$ cat src/rtl/instr_decode_stage.sv
// RV32I/RV64I decode stage: splits fields, builds the sign-extended immediate and
// classifies the format, behind a valid/ready handshake with a one-entry skid register.
module instr_decode_stage #(
  parameter int XLEN     = 32,
  parameter int PC_WIDTH = 32
) (
  input  logic                clk,
  input  logic                reset,
  input  logic                flush,
  input  logic                in_valid,
  output logic                in_ready,
  input  logic [31:0]         in_instr,
  input  logic [PC_WIDTH-1:0] in_pc,
  output logic                out_valid,
  input  logic                out_ready,
  output logic [PC_WIDTH-1:0] out_pc,
  output logic [31:0]         out_instr,
  output logic [6:0]          opcode,
  output logic [4:0]          rd,
  output logic [2:0]          funct3,
  output logic [4:0]          rs1,
  output logic [4:0]          rs2,
  output logic [6:0]          funct7,
  output logic [XLEN-1:0]     imm,
  output logic [2:0]          fmt,
  output logic                illegal
);

  localparam logic [2:0] FMT_R   = 3'd0;
  localparam logic [2:0] FMT_I   = 3'd1;
  localparam logic [2:0] FMT_S   = 3'd2;
  localparam logic [2:0] FMT_B   = 3'd3;
  localparam logic [2:0] FMT_U   = 3'd4;
  localparam logic [2:0] FMT_J   = 3'd5;
  localparam logic [2:0] FMT_ILL = 3'd7;

  function automatic logic [2:0] decode_fmt(input logic [31:0] instr);
    logic [2:0] f;
    f = FMT_ILL;
    case (instr[6:0])
      7'b0110011: f = FMT_R;
      7'b0010011,
      7'b0000011,
      7'b1100111,
      7'b1110011: f = FMT_I;
      7'b0100011: f = FMT_S;
      7'b1100011: f = FMT_B;
      7'b0110111,
      7'b0010111: f = FMT_U;
      7'b1101111: f = FMT_J;
      7'b0011011: f = (XLEN == 64) ? FMT_I : FMT_ILL;
      7'b0111011: f = (XLEN == 64) ? FMT_R : FMT_ILL;
      default:    f = FMT_ILL;
    endcase
    if (instr[1:0] != 2'b11) f = FMT_ILL;
    return f;
  endfunction

  // Every base immediate is first built as a 32-bit signed value, then widened to XLEN.
  function automatic logic [XLEN-1:0] decode_imm(input logic [31:0] instr,
                                                 input logic [2:0]  f);
    logic [31:0] imm32;
    imm32 = '0;
    case (f)
      FMT_I: imm32 = {{20{instr[31]}}, instr[31:20]};
      FMT_S: imm32 = {{20{instr[31]}}, instr[31:25], instr[11:7]};
      FMT_B: imm32 = {{19{instr[31]}}, instr[31], instr[7], instr[30:25],
                      instr[11:8], 1'b0};
      FMT_U: imm32 = {instr[31:12], 12'b0};
      FMT_J: imm32 = {{11{instr[31]}}, instr[31], instr[19:12], instr[20],
                      instr[30:21], 1'b0};
      default: imm32 = '0;
    endcase
    return XLEN'($signed(imm32));
  endfunction

  logic                skid_valid;
  logic [31:0]         skid_instr;
  logic [PC_WIDTH-1:0] skid_pc;
  logic [31:0]         instr_q;
  logic [PC_WIDTH-1:0] pc_q;
  logic [XLEN-1:0]     imm_q;
  logic [2:0]          fmt_q;
  logic                valid_q;

  logic                in_fire;
  logic                out_free;
  logic [31:0]         load_instr;
  logic [PC_WIDTH-1:0] load_pc;
  logic [2:0]          load_fmt;
  logic [XLEN-1:0]     load_imm;

  assign in_ready = !skid_valid;
  assign in_fire  = in_valid && !skid_valid && !flush;
  assign out_free = !valid_q || out_ready;

  // A full skid always wins the output slot; in that case in_ready is low anyway.
  assign load_instr = skid_valid ? skid_instr : in_instr;
  assign load_pc    = skid_valid ? skid_pc    : in_pc;
  assign load_fmt   = decode_fmt(load_instr);
  assign load_imm   = decode_imm(load_instr, load_fmt);

  always_ff @(posedge clk) begin
    if (reset) begin
      valid_q    <= 1'b0;
      skid_valid <= 1'b0;
      skid_instr <= '0;
      skid_pc    <= '0;
      instr_q    <= '0;
      pc_q       <= '0;
      imm_q      <= '0;
      fmt_q      <= FMT_R;
    end else if (flush) begin
      valid_q    <= 1'b0;
      skid_valid <= 1'b0;
    end else if (out_free) begin
      if (skid_valid || in_fire) begin
        valid_q    <= 1'b1;
        skid_valid <= 1'b0;
        instr_q    <= load_instr;
        pc_q       <= load_pc;
        imm_q      <= load_imm;
        fmt_q      <= load_fmt;
      end else begin
        valid_q    <= 1'b0;
      end
    end else if (in_fire) begin
      skid_valid <= 1'b1;
      skid_instr <= in_instr;
      skid_pc    <= in_pc;
    end
  end

  assign out_valid = valid_q;
  assign out_pc    = pc_q;
  assign out_instr = instr_q;
  assign opcode    = instr_q[6:0];
  assign rd        = instr_q[11:7];
  assign funct3    = instr_q[14:12];
  assign rs1       = instr_q[19:15];
  assign rs2       = instr_q[24:20];
  assign funct7    = instr_q[31:25];
  assign imm       = imm_q;
  assign fmt       = fmt_q;
  assign illegal   = (fmt_q == FMT_ILL);

endmodule

$ cat config.mk
export PLATFORM = sky130hd
export DESIGN_NAME = instr_decode_stage
export DESIGN_NICKNAME = d
export VERILOG_FILES = /design/src/rtl/instr_decode_stage.sv
export SDC_FILE = /design/constraint.sdc
export NUM_CORES = 1
export LEC_CHECK = 0
export BUFFER_PORTS_ARGS = -buffer_cell sky130_fd_sc_hd__buf_4
export CORE_MARGIN = 5
export CORE_UTILIZATION = 52
export CTS_CLUSTER_DIAMETER = 100
export DETAILED_ROUTE_END_ITERATION = 8
export PLACE_DENSITY = 0.85
export SYNTH_ARGS = -nofsm -noshare
export SYNTH_HDL_FRONTEND = slang
export SYNTH_SLANG_ARGS = --single-unit
$ cat constraint.sdc
create_clock -name clk -period 2.8 [get_ports clk]
set_clock_uncertainty 0.1 [all_clocks]
set_input_delay 0 -clock clk [delete_from_list [all_inputs] [get_ports clk]]
set_output_delay 0 -clock clk [all_outputs]
set_load 0.02 [all_outputs]
**Word-level counts from Yosys, hierarchy flattened**

Cells that the tools add are included.

- RAM bits: 0
- Register bits: 165
- ROM bits: 0
- Word-level logic and storage cells: 51
- Memories: 0
- Bits in latches: 0

- Shift operators: 0
- Equality and inequality tests: 18
- Reductions and logical operators: 14
- Magnitude comparators: 0
- Multiplexer cells: 9
- Multipliers: 0
- Div/mod/pow operators: 0
- Add/subtract/negate cells: 0
- Bitwise logic cells: 2

Operator list:

| kind | number |
|---|---|
| one-hot mux 32 bit (5 select lines) | 1 |
| two-way mux 32 bit | 2 |
| == test 7 bit (second input constant) | 4 |
| == test 7 x 6 -> 1 bit (second input constant) | 3 |
| one-hot mux 3 bit (6 select lines) | 1 |
| == test 7 x 5 -> 1 bit (second input constant) | 2 |
| == test 3 bit (second input constant) | 3 |
| == test 7 x 2 -> 1 bit (second input constant) | 1 |
| == test 3 x 2 -> 1 bit (second input constant) | 2 |
| AND reduction 3 bit | 2 |
| two-way mux 1 bit | 4 |
| OR reduction 2 bit | 2 |
| OR reduction 4 bit | 1 |
| == test 3 x 1 -> 1 bit (second input constant) | 1 |
| logical NOT 1 bit | 3 |
| two-way mux 3 bit | 1 |
| logical AND 1 bit | 2 |
| logical OR 1 bit | 2 |
| != test 2 x 1 -> 1 bit (second input constant) | 1 |
| != test 2 bit (second input constant) | 1 |
| inverter 1 bit | 2 |
| AND reduction 2 bit | 1 |
| nonzero test 2 bit | 1 |

**Longest topological paths before layout**

Gate-level depths: netlist (run 1).

- Word-level depth: 7
- Depth in mapped cells: 9

**Worst setup path after synthesis (run 1)**

No wires, ideal clock.

- Path kind: reg2reg
- Start: reg skid_valid
- End: reg imm_q[12] (netlist: imm[12])
- Stages on the path, launching flop included: 9
- Slack: 731 ps
- Arrival: 1852 ps
- Library setup time: 117 ps
- Clock period less this slack: 2069 ps
- Path buffers: 2
- Data required time: 2583 ps
- Cells stage by stage: dfxtp_1 > buf_6 > mux2_1 > nand4_1 > a211o_2 > a21bo_4 > and2_1 > buf_4 > a22o_1

- Cells in the longest elaborated chain, start to end: 7

RTL lines:

| element | line | source |
|---|---|---|
| start, declared | 77 | `logic skid_valid;` |
| start signal, assigned | 106 | `skid_valid <= 1'b0;` |
| start signal, assigned | 115 | `skid_valid <= 1'b0;` |
| start signal, assigned | 119 | `skid_valid <= 1'b0;` |
| two-way mux 32 bit | 98 | `assign load_instr = skid_valid ? skid_instr : in_instr;` |
| == test 7 x 5 -> 1 bit, or another cell as far along | 40 | `case (instr[6:0])` |
| OR reduction 4 bit / OR reduction 2 bit (equally long branches) | 40 |  |
| one-hot mux 3 bit (6 select lines) | 40 |  |
| two-way mux 3 bit | 55 | `if (instr[1:0] != 2'b11) f = FMT_ILL;` |
| == test 3 bit, or another cell as far along | 64 | `case (f)` |
| one-hot mux 32 bit (5 select lines) | 64 |  |
| end signal, assigned | 122 | `imm_q <= load_imm;` |
| end, declared | 82 | `logic [XLEN-1:0] imm_q;` |

Parallel ways exist; a longest one is shown, timed or not.
A chain may end at the register's enable or synchronous reset.

**Worst setup path in the final report (run 1)**

- Start: reg skid_valid
- End: reg imm_q[25] (netlist: imm[25])

The elaborated chain is that of the path after synthesis.

==> results of run 1 <==
[final cells by class]
cell class,count,area share (%)
inverters,5,0.1913
repair buffers,302,25.55
well taps,176,2.244
multi-input cells,549,32.68
clock inverters,9,1.058
clock buffers,23,4.565
flip-flops and latches,165,33.70
[Yosys cell counts (2+ instances only)]
cell type / count
a211oi_1: 60
a21oi_1: 75
a22o_1: 9
a22oi_1: 5
and2_1: 2
and3_1: 3
buf_1: 5
buf_2: 7
buf_4: 33
buf_6: 3
clkbuf_1: 41
dfxtp_1: 165
inv_1: 5
mux2_2: 6
mux2_4: 2
mux2i_1: 59
mux2i_2: 2
nand2_1: 161
nand2b_1: 3
nand3_1: 4
nand4_1: 2
nor2_1: 82
nor3_1: 3
o21ai_0: 23
o21ai_1: 22
o22ai_1: 2
o31ai_1: 2
[kinds of logic (layout without fill, tap and decap cells)]
logic type	after synthesis	after routing
simple gates	271	271
buf+inv	94	339
flops	165	165
mux	71	71
compound gates	207	207
[state kept, by name, summed over array words and instances, names as in the netlist]
name / cells
skid_valid: 1
skid_pc: 32
out_pc: 32
out_instr: 32
imm: 32
fmt: 3
skid_instr: 32
out_valid: 1
[worst register-to-register path, stage by stage, from the launching register on]
cell and delay (ns):
dfxtp_4 0.51, buf_4 0.51, mux2i_1 0.48, a21oi_1 0.13
nand4_1 0.32, o21ai_0 0.17, nor2_1 0.13, o21ai_1 0.06
[per-layer routing]
metal  GRT usage, %  part of all wire (%)  up-vias
met1          28.85                    39     3189
met2          45.95                    51      264
met5              0                     0        -
met3          6.859                   7.1       60
met4          11.10                   3.4        0
li1               -                     -     3239
[path summary, 6_finish.rpt]
| path | slack [ns] | endpoint | depth (start not counted) |
|---|---|---|---|
| min reg2reg | 0.35 | imm[2] | 2 |
| max reg2reg | 0.27 | imm[25] | 7 |
| min | 0.08 | skid_instr[20] | 5 |
| max | 0.27 | imm[25] | 7 |
[stage by stage]
step           hold slack, ns  power, uW
2_1_floorplan        -0.02153       2915
3_3_place_gp           0.1291       3184
3_5_place_dp           0.1238       3197
4_1_cts               0.05587       5465
5_1_grt               0.09508       5637
6_report              0.07956       5463
[power by group through the flow]
stage / sequential (uW) / combinational [uW] / clock (uW)
2_1_floorplan: 2600 / 317 / 0
3_3_place_gp: 2520 / 660 / 0
3_5_place_dp: 2530 / 669 / 0
4_1_cts: 2480 / 752 / 2240
5_1_grt: 2490 / 819 / 2330
6_report: 2480 / 763 / 2220
[what timing repair did]
| action | 4_1_cts | 5_1_grt |
|---|---|---|
| hold buffers | 81 | 0 |
| resized for setup | 0 | 1 |
| hold endpoints to repair | 149 | 0 |
| setup endpoints to repair | 0 | 6 |
==> flow_metrics.env, run 1 <==
export IMPL_outcome="complete, no violations"
export IMPL_finalCriticalPeriod_ns=2.530
export IMPL_tns_ns=0
export IMPL_peakVddDrop_v=0.0003646
export IMPL_synth_area_per_cell_um2=8.656
export IMPL_clk_pin_slew_worst_paths_ns=0.06
export IMPL_start_util_pct=53.03
export IMPL_p_sw_share_pct=25.36
export IMPL_grt_usage_pct=25.75
export IMPL_die_x_um=126.0
export IMPL_drc=0
export IMPL_criticalPathCategory="flip-flop to flip-flop"
export IMPL_regArea_mm2=0.003307
export IMPL_synth_top_family_by_area="compound AO/OA/AOI/OAI gates"
export IMPL_cts_max_level=4
export IMPL_crit_family="flip-flops"
export IMPL_layout_common_cells="buf_4 (218), dfxtp_1 (164), nand2_1 (161)"
export IMPL_placed_area_mm2=0.008441
export IMPL_grt_pass1_vias=6665
export IMPL_critPathMaxFanout=30
export IMPL_grt_max_degree=104
export IMPL_vias=6752
export IMPL_grt_pass1_wl_mm=33.41
export IMPL_synth_ff_type="dfxtp_1"
export IMPL_yosys_warnings=0
export IMPL_synthXorXnorAreaFrac_pct=0
export IMPL_cts_tree="yes"
export IMPL_critPathMaxStageDelay_ns=0.51
export IMPL_final_cell_count_no_fill=1229
export IMPL_placed_cells=1116
export IMPL_p_leak_uw=0.003832
export IMPL_die_h_um=126.0
export IMPL_insertion_delay_ns=0.42
export IMPL_cp_start_kind="flip-flop"
export IMPL_syn_num_nets=877
export IMPL_post_route_cell_area_mm2=0.009812
export IMPL_die_area_mm2=0.01587
export IMPL_cp_cell_sequence="buf_4 -> mux2i_1 -> a21oi_1 -> nand4_1 -> o21ai_0 -> nor2_1 -> o21ai_1"
export IMPL_synth_edf_count=0
export IMPL_worst_pin_slew_ns=0.6124
export IMPL_cts_setup_buffers=0
export IMPL_gp_congestion=0.8791
export IMPL_max_cap_violations=0
export IMPL_p_clk_share_pct=40.6
export IMPL_grt_antenna_before_repair=0
export IMPL_cts_sinks=165
export IMPL_dp_hpwl_mm=13.33
export IMPL_crit_arrival_ns=2.73
export IMPL_synth_seq_cells=165
export IMPL_min_period_over_period_pct=90.37
export IMPL_p_int_uw=4078
export IMPL_crit_buf_inv=1
export IMPL_combinationalPowerShare_pct=14.0
export IMPL_drtAntennaViolNets=0
export IMPL_avgViaCountPerCell=5.494
export IMPL_cp_end_kind="flip-flop"
export IMPL_final_common_cell="buf_4"
export IMPL_multi_input_area_mm2=0.003207
export IMPL_fmax_ghz=0.3952
export IMPL_ys_seq_area_share_pct=47.23
export IMPL_synth_cell_types=49
export IMPL_drive_gt1_share_pct=26.02
export IMPL_muxShareOfSynthArea_pct=10.72
export IMPL_finalNetCount=1109
export IMPL_area_growth_synth_to_final_pct=40.29
export IMPL_overflow=0
export IMPL_num_fill_cells=898
export IMPL_rsz0062_at_grt="false"
export IMPL_totalWireLength_mm=21.04
export IMPL_port_buffer_count=202
export IMPL_powerDensity_mw_per_mm2=556.8
export IMPL_dr_pass1_iters=5
export IMPL_seqPwrFrac_pct=45.4
export IMPL_dp_slack_ns=0.2569
export IMPL_postLayoutCoreUtil_pct=74.39
export IMPL_io_pins=203
export IMPL_yosys_area_top_type_share_pct=47.23
export IMPL_syn_inst=808
export IMPL_setup_viol=0
export IMPL_rows=42
export IMPL_core_area_mm2=0.01319
export IMPL_hold_class="input port to flip-flop"
export IMPL_yosysTopAreaCell="dfxtp_1"
export IMPL_synth_compound_gate_area_share_pct=18.69
export IMPL_p_switching_uw=1385
export IMPL_async_flop_share_pct=0
export IMPL_synth_top_cells_by_area="dfxtp_1 (47%), nand2_1 (8.6%), mux2i_1 (8.4%), a211oi_1 (6.4%), a21oi_1 (5.4%)"
export IMPL_diodes=0
export IMPL_drt_iter0_markers=508
export IMPL_synth_area_mm2=0.006994
export IMPL_drv_slew=0
export IMPL_hold_violations=0
export IMPL_synth_simple_area_share_pct=16.10
export IMPL_cts_buffers=17
export IMPL_crit_slowest_cell="dfxtp_4"
export IMPL_clock_root_buffer="clkbuf_16"
export IMPL_crit_path_start="skid_valid"
export IMPL_synthAdderAreaFrac_pct=0
export IMPL_cp_required_ns=3.00
export IMPL_wire_per_inst_um=17.12
export IMPL_clock_tree_buffer_depth=2
export IMPL_slew_headroom_pct=59.00
export IMPL_hold_start="in_valid"
export IMPL_r2r_start="skid_valid"
export IMPL_fin_ws_ns=0.2697
(Power assumes the default switching activity.)
==> inputs of run 2 (changes only) <==
--- a/config.mk
+++ b/config.mk
@@ -6,7 +6,6 @@
 export NUM_CORES = 1
 export LEC_CHECK = 0
 export BUFFER_PORTS_ARGS = -buffer_cell sky130_fd_sc_hd__buf_4
-export CORE_MARGIN = 5
 export CORE_UTILIZATION = 52
 export CTS_CLUSTER_DIAMETER = 100
 export DETAILED_ROUTE_END_ITERATION = 8
==> constraint.sdc (replaced) <==
create_clock -name clk -period 2.8 [get_ports clk]
set_clock_uncertainty 0.1 [all_clocks]
set_input_delay 0.56 -clock clk [delete_from_list [all_inputs] [get_ports clk]]
set_output_delay 0.56 -clock clk [all_outputs]
set_load 0.02 [all_outputs]
==> run 2 against run 1 <==
Against the previous run:
- the run now ends with design-rule violations left
- flip-flop and latch count unchanged
- via count fell by 7.8%
- critical endpoint is now imm[14]
- register-to-register slack about the same
- final cell count fell by 6.9%
- die area is 12% lower
- clock-buffer cell count down 3
- global-route usage grew 0.59 points
- setup slack better by 0.0042 ns
- clock power increased by 19%
- critical path depth down 1
- power is 5.7% higher
- first-iteration DRC count is 6.5% lower
==> flow_metrics.env, run 2 (same netlist as run 1, synthesis figures left out) <==
export IMPL_area_growth_synth_to_final_pct=29.82
export IMPL_hold_class="input port to flip-flop"
export IMPL_grt_pass1_vias=5773
export IMPL_vias=6222
export IMPL_grt_pass1_wl_mm=28.90
export IMPL_max_cap_violations=0
export IMPL_placed_cells=1112
export IMPL_dp_hpwl_mm=12.36
export IMPL_port_buffer_count=202
export IMPL_drtAntennaViolNets=0
export IMPL_final_common_cell="buf_4"
export IMPL_cts_tree="yes"
export IMPL_hold_worst_slack_ns=0.2425
export IMPL_p_leak_uw=0.003482
export IMPL_seqPwrFrac_pct=42.9
export IMPL_setup_viol=0
export IMPL_hold_violations=0
export IMPL_diodes=0
export IMPL_crit_arrival_ns=2.80
export IMPL_insertion_delay_ns=0.43
export IMPL_rsz0062_at_grt="false"
export IMPL_clock_root_buffer="clkbuf_16"
export IMPL_fmax_ghz=0.3959
export IMPL_grt_max_degree=113
export IMPL_p_switching_uw=1374
export IMPL_criticalPathCategory="flip-flop to flip-flop"
export IMPL_p_int_uw=4401
export IMPL_powerDensity_mw_per_mm2=636.0
export IMPL_avgViaCountPerCell=5.439
export IMPL_combinationalPowerShare_pct=11.4
export IMPL_drv_slew=0
export IMPL_final_cell_count_no_fill=1144
export IMPL_min_period_over_period_pct=90.22
export IMPL_critPathMaxFanout=27
export IMPL_tns_ns=0
export IMPL_cts_setup_buffers=0
export IMPL_core_area_mm2=0.01319
export IMPL_die_area_mm2=0.01392
export IMPL_grt_usage_pct=26.34
export IMPL_overflow=0
export IMPL_violations="design-rule violations"
export IMPL_drt_iter0_markers=475
export IMPL_cp_end_kind="flip-flop"
export IMPL_worst_pin_slew_ns=0.5537
export IMPL_num_fill_cells=1030
export IMPL_wire_per_inst_um=15.79
export IMPL_r2r_slack_ns=0.27
export IMPL_cts_buffers=17
export IMPL_slew_headroom_pct=62.36
export IMPL_p_sw_share_pct=23.79
export IMPL_grt_antenna_before_repair=0
export IMPL_peakVddDrop_v=0.0004130
export IMPL_outcome="finished, violations left"
export IMPL_gp_congestion=0.8428
export IMPL_drive_gt1_share_pct=28.31
export IMPL_finalNetCount=1024
export IMPL_totalWireLength_mm=18.06
export IMPL_total_power_uw=5774
export IMPL_finalCriticalPeriod_ns=2.526
export IMPL_post_route_cell_area_mm2=0.009080
export IMPL_drc=1
export IMPL_cts_resized=0
export IMPL_placed_area_mm2=0.008411
export IMPL_die_h_um=118.0
export IMPL_die_x_um=118.0
export IMPL_p_clk_share_pct=45.7
export IMPL_cts_hold_buf=0
export IMPL_cts_max_level=4
export IMPL_layout_common_cells="buf_4 (214), dfxtp_1 (164), nand2_1 (161)"
export IMPL_multi_input_area_mm2=0.003198
export IMPL_clock_tree_buffer_depth=2
export IMPL_cp_start_kind="flip-flop"
export IMPL_regArea_mm2=0.003307
export IMPL_cp_required_ns=3.07
export IMPL_io_pins=203
export IMPL_dr_pass1_iters=8
export IMPL_start_util_pct=53.03
export IMPL_clk_pin_slew_worst_paths_ns=0.06
export IMPL_rows=42
export IMPL_cts_sinks=165
-- run 2: cell types whose count changed in the layout (fill, tap and decap cells not counted), sizes merged --
| cell | delta |
|---|---|
| dlygate4sd3 | -81 |
| clkbuf | -3 |
| bufinv | +4 |
| inv | +1 |
| buf | -4 |
| clkinv | -2 |
-- run 2: path summary, 6_finish.rpt --
| check | from | endpoint | cells after the start |
|---|---|---|---|
| max | skid_valid | imm[14] | 6 |
| min | flush | skid_valid | 2 |
| max reg2reg | skid_valid | imm[14] | 6 |
| min reg2reg | skid_pc[17] | skid_pc[17] | 2 |
-- run 2: worst max-delay path, cell delays in order, from the launching register on --
cell,delay (ns)
dfxtp_4,0.64
mux2i_4,0.44
nand3_1,0.12
a211o_2,0.41
a21bo_4,0.22
and2_1,0.33
a22o_1,0.19
-- run 2: power groups by stage --
stage | clock [uW] | sequential [uW] | combinational (uW)
final | 2640 | 2480 | 661
after global routing | 2780 | 2480 | 709
after CTS | 2670 | 2480 | 661
after detailed placement | 0 | 2530 | 659
after global placement | 0 | 2520 | 651
after floorplan | 0 | 2600 | 317
-- run 2: metrics by stage --
| step | worst slack (ns) | util [%] |
|---|---|---|
| 5_1_grt | 0.08774 | 68.84 |
| 4_1_cts | 0.2914 | 68.84 |
| 3_5_place_dp | 0.3399 | 63.76 |
| 6_report | 0.2739 | 68.84 |
| 2_1_floorplan | 0.6478 | - |
| 3_3_place_gp | 0.4230 | 63.76 |
-- run 2: layout make-up --
cell class / instances / area share (%)
clock inverter: 12 / 2.453
clock buffer: 20 / 4.919
sequential: 165 / 36.42
timing repair buffer: 217 / 18.35
inverter: 5 / 0.2067
multi-input combinational: 549 / 35.22
tap: 176 / 2.425
-- run 2: routing by layer --
metal | up-vias | share of wire [%] | track usage [%]
met3 | 35 | 6.9 | 7.461
met2 | 233 | 49 | 43.64
met1 | 2892 | 41 | 31.91
met5 | - | 0 | 0
met4 | 0 | 2.7 | 11.14
li1 | 3062 | - | -
==> inputs of run 3 (changes only) <==
--- a/config.mk
+++ b/config.mk
@@ -10,6 +10,8 @@
 export CTS_CLUSTER_DIAMETER = 100
 export DETAILED_ROUTE_END_ITERATION = 8
 export PLACE_DENSITY = 0.85
+export SLEW_MARGIN = 20
 export SYNTH_ARGS = -nofsm -noshare
 export SYNTH_HDL_FRONTEND = slang
 export SYNTH_SLANG_ARGS = --single-unit
+export TNS_END_PERCENT = 1
==> constraint.sdc (replaced) <==
create_clock -name clk -period 2.8 [get_ports clk]
set_clock_uncertainty 0.1 [all_clocks]
set_input_delay 0.28 -clock clk [delete_from_list [all_inputs] [get_ports clk]]
set_output_delay 0.28 -clock clk [all_outputs]
set_load 0.02 [all_outputs]
==> run 3 against run 2 <==
Against the previous run:
- the run now ends clean
- die area stayed put
- register-to-register slack got worse by 0.02 ns
- sequential share of layout area is 0.79 points lower
- sequential power hardly changed
- core utilization is 1.5 points higher
- power fell by 1.0%
- global-route usage up 0.66 points
- critical path type unchanged
- largest power group unchanged
- highest routed layer unchanged
==> flow_metrics.env, run 3 (same netlist as run 1, synthesis figures left out) <==
export IMPL_totalWireLength_mm=18.68
export IMPL_criticalPathCategory="flip-flop to flip-flop"
export IMPL_drc=0
export IMPL_final_cell_count_no_fill=1169
export IMPL_r2r_start="skid_valid"
export IMPL_core_area_mm2=0.01319
export IMPL_layout_common_cells="buf_4 (222), dfxtp_1 (164), nand2_1 (161)"
export IMPL_fmax_ghz=0.3921
export IMPL_finalNetCount=1051
export IMPL_r2r_cells=6
export IMPL_diodes=0
export IMPL_cts_resized=0
export IMPL_cts_setup_buffers=0
export IMPL_hold_violations=0
export IMPL_critPathMaxFanout=14
export IMPL_overflow=0
export IMPL_drtAntennaViolNets=0
export IMPL_finalCriticalPeriod_ns=2.550
export IMPL_io_pins=203
export IMPL_grt_pass1_vias=6003
export IMPL_clock_tree_buffer_depth=2
export IMPL_p_leak_uw=0.003585
export IMPL_avgViaCountPerCell=5.421
export IMPL_port_buffer_count=202
export IMPL_rsz0062_at_grt="false"
export IMPL_grt_usage_pct=27.00
export IMPL_worst_pin_slew_ns=0.9555
export IMPL_drive_gt1_share_pct=28.10
export IMPL_cts_buffers=17
export IMPL_max_cap_violations=0
export IMPL_endpoint="imm[29]"
export IMPL_start_util_pct=53.03
export IMPL_cts_tree="yes"
export IMPL_rr_endpoint="imm[29]"
export IMPL_grt_antenna_before_repair=0
export IMPL_clock_root_buffer="clkbuf_16"
export IMPL_tns_ns=0
export IMPL_die_x_um=118.0
export IMPL_cts_max_level=4
export IMPL_dp_hpwl_mm=12.52
export IMPL_insertion_delay_ns=0.43
export IMPL_wire_per_inst_um=15.98
export IMPL_area_growth_synth_to_final_pct=32.68
export IMPL_clk_pin_slew_worst_paths_ns=0.06
export IMPL_hold_class="input port to flip-flop"
export IMPL_setup_viol=0
export IMPL_outcome="complete, no violations"
export IMPL_drv_slew=0
export IMPL_die_area_mm2=0.01392
export IMPL_die_h_um=118.0
export IMPL_crit_path_start="skid_valid"
export IMPL_rows=42
export IMPL_grt_pass1_wl_mm=29.86
export IMPL_cp_start_kind="flip-flop"
export IMPL_vias=6337
export IMPL_crit_arrival_ns=2.80
export IMPL_cts_sinks=165
export IMPL_cp_end_kind="flip-flop"
export IMPL_slew_headroom_pct=36.14
export IMPL_gp_congestion=0.8512
export IMPL_placed_cells=1117
export IMPL_r2r_slack_ns=0.25
export IMPL_cp_required_ns=3.05
export IMPL_grt_max_degree=62
export IMPL_num_fill_cells=1033
export IMPL_final_common_cell="buf_4"
export IMPL_drt_iter0_markers=452
export IMPL_peakVddDrop_v=0.0005011
export IMPL_dr_pass1_iters=5
export IMPL_min_period_over_period_pct=91.08
export IMPL_powerDensity_mw_per_mm2=615.8
## run 3: cell count changes in the layout (fill, tap and decap cells not counted), sizes merged
cell | previous run | this run
inv | 7 | 5
dlygate4sd3 | 0 | 22
buf | 217 | 222
bufinv | 6 | 5
clkinvlp | 3 | 1
clkinv | 1 | 4
## run 3: worst min path at each step
stage / end / slack [ns] / startpoint / depth (start not counted)
finish: skid_pc[22] / 0.009 / in_pc[22] / 3
global route: skid_instr[23] / -0.0003 / in_instr[23] / 3
CTS: skid_pc[3] / 0.00005 / in_pc[3] / 3
detailed placement: imm[20] / 0.34 / imm[20] / 2
global placement: imm[1] / 0.34 / imm[1] / 2
floorplan: out_valid / 0.26 / flush / 1
## run 3: repair_timing
action / CTS / global route
endpoints found under the setup margin: 0 / 0
hold buffers: 13 / 9
hold endpoints to repair: 14 / 9
## run 3: critical path, stage by stage, from the launching register on
cell      delay, ns
dfxtp_4        0.49
mux2_4         0.38
nor4_4         0.31
a211oi_2       0.10
nor4b_2        0.80
nor2_1         0.11
o21ai_1        0.17
## run 3: layout make-up
class | instances | area (um^2) | share of cell area [%]
flip-flops and latches | 165 | 3307 | 35.63
multi-input cells | 549 | 3203 | 34.52
repair buffers | 244 | 1887 | 20.33
clock buffers | 20 | 466.7 | 5.029
well taps | 176 | 220.2 | 2.373
clock inverters | 10 | 177.7 | 1.915
inverters | 5 | 18.77 | 0.2022
## run 3: routing by layer
metal | track usage [%] | wire length (um)
met2 | 45.33 | 9284
met1 | 32.32 | 7767
met5 | 0 | 0
met3 | 9.060 | 1353
met4 | 8.734 | 275
## run 3: stage by stage
| stage | worst slack [ns] | power (uW) | area, um^2 | util, % | hold slack, ns |
|---|---|---|---|---|---|
| floorplan | 0.7311 | 2915 | 6994 | - | 0.2585 |
| global placement | 0.3358 | 3176 | 8411 | 63.76 | 0.3358 |
| detailed placement | 0.3003 | 3186 | 8411 | 63.76 | 0.3428 |
| CTS | 0.2585 | 5729 | 9185 | 69.64 | 0.00004524 |
| global route | 0.06383 | 5924 | 9280 | 70.36 | -0.0003425 |
| finish | 0.2496 | 5715 | 9280 | 70.36 | 0.008702 |
## run 3: report_power, final
| part | internal, uW | switching (uW) | total (uW) |
|---|---|---|---|
| sequential | 2420 | 53.8 | 2480 |
| combinational | 299 | 393 | 692 |
| clock | 1640 | 910 | 2550 |
| total | 4360 | 1360 | 5710 |
